===== src/rtl/cpu_pkg.sv =====
// rtl/cpu_pkg.sv - shared fetch/decode types, constants and instruction length helper
package cpu_pkg;

  typedef enum logic [1:0] {
    S_OP    = 2'd0,
    S_IMM   = 2'd1,
    S_VALID = 2'd2
  } fetch_state_t;

  localparam logic [1:0] OPC_TWO_BYTE_PREFIX = 2'b11;

  // Opcodes whose top two bits match the prefix carry an immediate byte.
  function automatic logic is_two_byte(input logic [7:0] opcode);
    return opcode[7:6] == OPC_TWO_BYTE_PREFIX;
  endfunction

endpackage


===== src/rtl/fetch_unit.sv =====
// rtl/fetch_unit.sv - program counter, ROM sequencing and instruction handoff to decode
module fetch_unit
  import cpu_pkg::*;
#(
  parameter logic [7:0] RESET_PC = 8'h00
) (
  input  logic       clk,
  input  logic       rst,
  input  logic       fetch_en,
  output logic [7:0] rom_addr,
  input  logic [7:0] rom_data,
  input  logic       redirect,
  input  logic [7:0] redirect_pc,
  output logic       ins_valid,
  input  logic       ins_ready,
  output logic [7:0] ins_opcode,
  output logic [7:0] ins_imm,
  output logic       ins_two,
  output logic [7:0] ins_pc
);

  fetch_state_t state_q, state_d;
  logic [7:0]   pc_q, pc_d;
  logic         valid_q, valid_d;
  logic [7:0]   opcode_q, opcode_d;
  logic [7:0]   imm_q, imm_d;
  logic         two_q, two_d;
  logic [7:0]   ipc_q, ipc_d;

  // Next-state logic: redirect overrides everything; a handshake in the same
  // cycle needs no extra work since decode has already taken the instruction.
  always_comb begin
    state_d  = state_q;
    pc_d     = pc_q;
    valid_d  = valid_q;
    opcode_d = opcode_q;
    imm_d    = imm_q;
    two_d    = two_q;
    ipc_d    = ipc_q;
    if (redirect) begin
      pc_d    = redirect_pc;
      state_d = S_OP;
      valid_d = 1'b0;
    end else begin
      unique case (state_q)
        S_OP: begin
          if (fetch_en) begin
            opcode_d = rom_data;
            ipc_d    = pc_q;
            pc_d     = pc_q + 8'd1;
            two_d    = is_two_byte(rom_data);
            if (is_two_byte(rom_data)) begin
              state_d = S_IMM;
            end else begin
              imm_d   = 8'h00;
              state_d = S_VALID;
              valid_d = 1'b1;
            end
          end
        end
        S_IMM: begin
          imm_d   = rom_data;
          pc_d    = pc_q + 8'd1;
          state_d = S_VALID;
          valid_d = 1'b1;
        end
        S_VALID: begin
          if (ins_ready) begin
            state_d = S_OP;
            valid_d = 1'b0;
          end
        end
        default: begin
          state_d = S_OP;
          valid_d = 1'b0;
        end
      endcase
    end
  end

  // State and registered outputs; reset drops any partial instruction at once.
  always_ff @(posedge clk or posedge rst) begin
    if (rst) begin
      state_q  <= S_OP;
      pc_q     <= RESET_PC;
      valid_q  <= 1'b0;
      opcode_q <= 8'h00;
      imm_q    <= 8'h00;
      two_q    <= 1'b0;
      ipc_q    <= 8'h00;
    end else begin
      state_q  <= state_d;
      pc_q     <= pc_d;
      valid_q  <= valid_d;
      opcode_q <= opcode_d;
      imm_q    <= imm_d;
      two_q    <= two_d;
      ipc_q    <= ipc_d;
    end
  end

  assign rom_addr   = pc_q;
  assign ins_valid  = valid_q;
  assign ins_opcode = opcode_q;
  assign ins_imm    = imm_q;
  assign ins_two    = two_q;
  assign ins_pc     = ipc_q;

endmodule


===== config.mk =====
export PLATFORM = sky130hd
export DESIGN_NAME = fetch_unit
export DESIGN_NICKNAME = d
export VERILOG_FILES = /design/src/rtl/cpu_pkg.sv /design/src/rtl/fetch_unit.sv
export SDC_FILE = /design/constraint.sdc
export NUM_CORES = 1
export LEC_CHECK = 0
export ABC_AREA = 0
export BUFFER_PORTS_ARGS = -buffer_cell sky130_fd_sc_hd__clkbuf_2
export CORE_UTILIZATION = 44
export DETAILED_ROUTE_END_ITERATION = 8
export HOLD_SLACK_MARGIN = 0.03
export PLACE_DENSITY = 0.71
export SLEW_MARGIN = 30
export SYNTH_ARGS = -nofsm -noshare
export SYNTH_HDL_FRONTEND = slang
export SYNTH_SLANG_ARGS = --single-unit

===== constraint.sdc =====
create_clock -name clk -period 1.7 [get_ports clk]
set_clock_uncertainty 0.2 [all_clocks]
set_input_delay 0.085 -clock clk [delete_from_list [all_inputs] [get_ports clk]]
set_output_delay 0.085 -clock clk [all_outputs]
set_load 0.02 [all_outputs]

==> metrics <==
reg-to-reg setup timing slack between 0.04 and 0.05 ns; WP data arrival 1.63 ns; R2R Path End ins_opcode[6]$_DFFE_PP0P_; async set or reset register ratio after synthesis 100.0%; final cycle utilization of the critical path between 90% and 100%; GRT Total Usage 22.05%; final wirelength around 4000 µm; Slew Limit Headroom 69.73%; die area between 3000 and 4000 µm²; layout cell share with drive strength beyond 1 about 43%; DR iter-0 viols 52; fmax 0.6029 GHz; dpl cell area around 2000 µm²; initial core utilization roughly 47%; CTS root buffer clkbuf_8; largest net degree at the start of global routing 37; Place WS between 0.02 and 0.025 ns; clock sinks 36; Yosys top cell area share about 55%; RSZ-0062 raised after global routing true; via/cell ratio around 5.3; Req. time, crit path 1.67 ns; RePlAce Congestion between 0.9 and 1; placed insts about 240; nets roughly 240; clk_lat worst skew between 0.2 and 0.3 ns; hold path cells 3; initial antenna violation count 0; CTS buffer count 5; max cap viols 0; WHS Endpoint rom_addr[1]$_DFFE_PP0P_; final setup TNS 0 ns; Mapped Avg Cell Area between 10 and 15 µm²; crit-path max FO 6; Hold WS between 0.06 and 0.07 ns; Setup-failing EPs final 0; fin. max-slew vios 0; detailed placer's ending HPWL 2572 µm; Cells after Synth approximately 130; Fillers between 200 and 300; num rows 21; CP endpoint kind flop; Distinct cells, synth 36; status finished clean; Tightest Pin Transition around 0.45 ns; sequential cell area fraction in the yosys report between 50% and 60%; most frequent cells after synthesis 36 x dfrtp_1, 16 x mux2_2, 8 x a21o_1, 8 x nand2_1, 8 x nor4bb_1; Final ANT Viol Nets 0; die height ~63 µm; H-tree Lvls 2; kind of critical path reg2reg; EDFF count, synth 0; Finished Layout Cells approximately 260; PD cells between 1000 and 1500 nW/µm²; Post-Synthesis Cell Area around 1600 µm²; Reg2Reg Depth 3; top cells by area, synth dfrtp_1 55%, mux2_2 11%, nor4bb_1 4.9%; Port Buffers between 50 and 60; maximum buffer depth of the clock tree 2; Mapped Nets between 150 and 200; die width about 63 µm; DRT Pass-1 Iters 4; leakage power roughly 1.1 nW; synth warn 0; dominant synthesized flop cell dfrtp_1; Hold Fails Final Rpt 0; core area 3442 µm²; # diodes 0; Tmin final ~1.7 ns; Clk pin slew, worst setup/hold paths around 0.070 ns; Max IR drop VDD ~0.57 mV; GRT overflow 0; fin worst setup slack slightly above 0.04 ns; DR DRC count 0; Layout area overhead 40.34%; Crit Reg-Reg Startpoint state_q[0]$_DFFE_PP0P_; fin area 2290 µm²; Ports 55; CTS tree done; hold crit path type in2reg; critical path startpoint category flop; global-route wire length before repair approximately 6500 µm; vias in the first global route around 1400; WL/cell around 15 µm; number of register bits inferred by synthesis 36; top-count cell post-synth dfrtp_1; largest area contributor in the netlist dfrtp_1; via count about 1400; Hold Crit Start redirect
## registers in the layout (all words and copies together), names as in the netlist
register    flops
ins_imm         8
ins_opcode      8
ins_pc          8
rom_addr        8
state_q         2
ins_two         1
ins_valid       1
## cells in the final DEF (no fill, tap or decap), types with 2 or more instances in the layout
cell type / instances
dlygate4sd3_1: 18
nand2_1: 8
or4_1: 3
clkbuf_8: 6
mux2_2: 15
or2_2: 2
or3_1: 2
clkbuf_1: 2
dfrtp_1: 36
nor2_1: 4
o311ai_0: 2
inv_1: 3
nand3_1: 4
nor4bb_1: 8
clkbuf_2: 54
buf_4: 9
a21o_1: 8
a31oi_1: 2
o311ai_1: 2
o21ai_0: 5
## kinds of logic after synthesis
group | count (synthesis) | share of synthesized area, %
adders and majority gates | 1 | 0.7667
xor gates and xnor gates | 1 | 0.5369
AOI/OAI and AO/OA | 29 | 13.11
DFF | 36 | 55.21
and+or+nand+nor | 37 | 15.41
muxes | 17 | 11.66
buffers and inverters | 10 | 3.297
## power by group
part           internal [mW]  total (mW)  switching, mW
Clock                  0.330       0.630          0.300
Combinational          0.297       0.672          0.375
Sequential             0.992        1.08         0.0915
## repair_timing
action	4_1_cts	5_1_grt
buffers inserted	0	0
hold buffers	18	0
gates cloned	0	0
resized for setup	1	4
pin swaps	0	0
endpoints found under the hold margin	64	0
endpoints found under the setup margin	1	11
## worst max-delay path by stage
stage	from	endpoint	slack, ns	cells after the start
final	state_q[0]$_DFFE_PP0P_	ins_opcode[6]$_DFFE_PP0P_	0.04	3
after detailed placement	state_q[1]$_DFFE_PP0P_	rom_addr[5]$_DFFE_PP0P_	0.02	3
after floorplan	state_q[0]$_DFFE_PP0P_	ins_opcode[0]$_DFFE_PP0P_	-0.10	4
after global placement	state_q[1]$_DFFE_PP0P_	rom_addr[5]$_DFFE_PP0P_	0.05	3
after CTS	state_q[0]$_DFFE_PP0P_	rom_addr[6]$_DFFE_PP0P_	0.03	4
after global routing	state_q[0]$_DFFE_PP0P_	ins_opcode[0]$_DFFE_PP0P_	-0.02	3
## through the flow
step           total power, mW  util, %
6_report                 2.386    66.52
5_1_grt                  2.501    66.52
4_1_cts                  2.397    66.30
3_5_place_dp             1.730    58.34
3_3_place_gp             1.710    58.34
2_1_floorplan            1.480        -
## area by class of cell
class | count | area (µm²) | share of cell area, %
Timing Repair Buffer | 82 | 538.0 | 23.50
Inverter | 4 | 15.01 | 0.6557
Clock buffer | 8 | 90.09 | 3.934
Sequential cell | 36 | 900.9 | 39.34
Multi-Input combinational cell | 85 | 688.2 | 30.05
Tap cell | 46 | 57.56 | 2.514
## layer usage
metal  part of all wire [%]  GRT usage, %  wire [µm]  vias to the layer above
met5                      0             0          0                        -
met3                    4.7         6.022        187                       13
met1                     44         26.63       1727                      647
met2                     49         35.75       1940                       54
li1                       -             -          -                      657
met4                    2.9         11.34        114                        0
## worst max-delay path, stage by stage, from the launching register on
cell	delay, ns
dfrtp_1	0.43
nor4b_4	0.36
buf_4	0.22
mux2_2	0.33
Power figures use the tool's default switching activity.
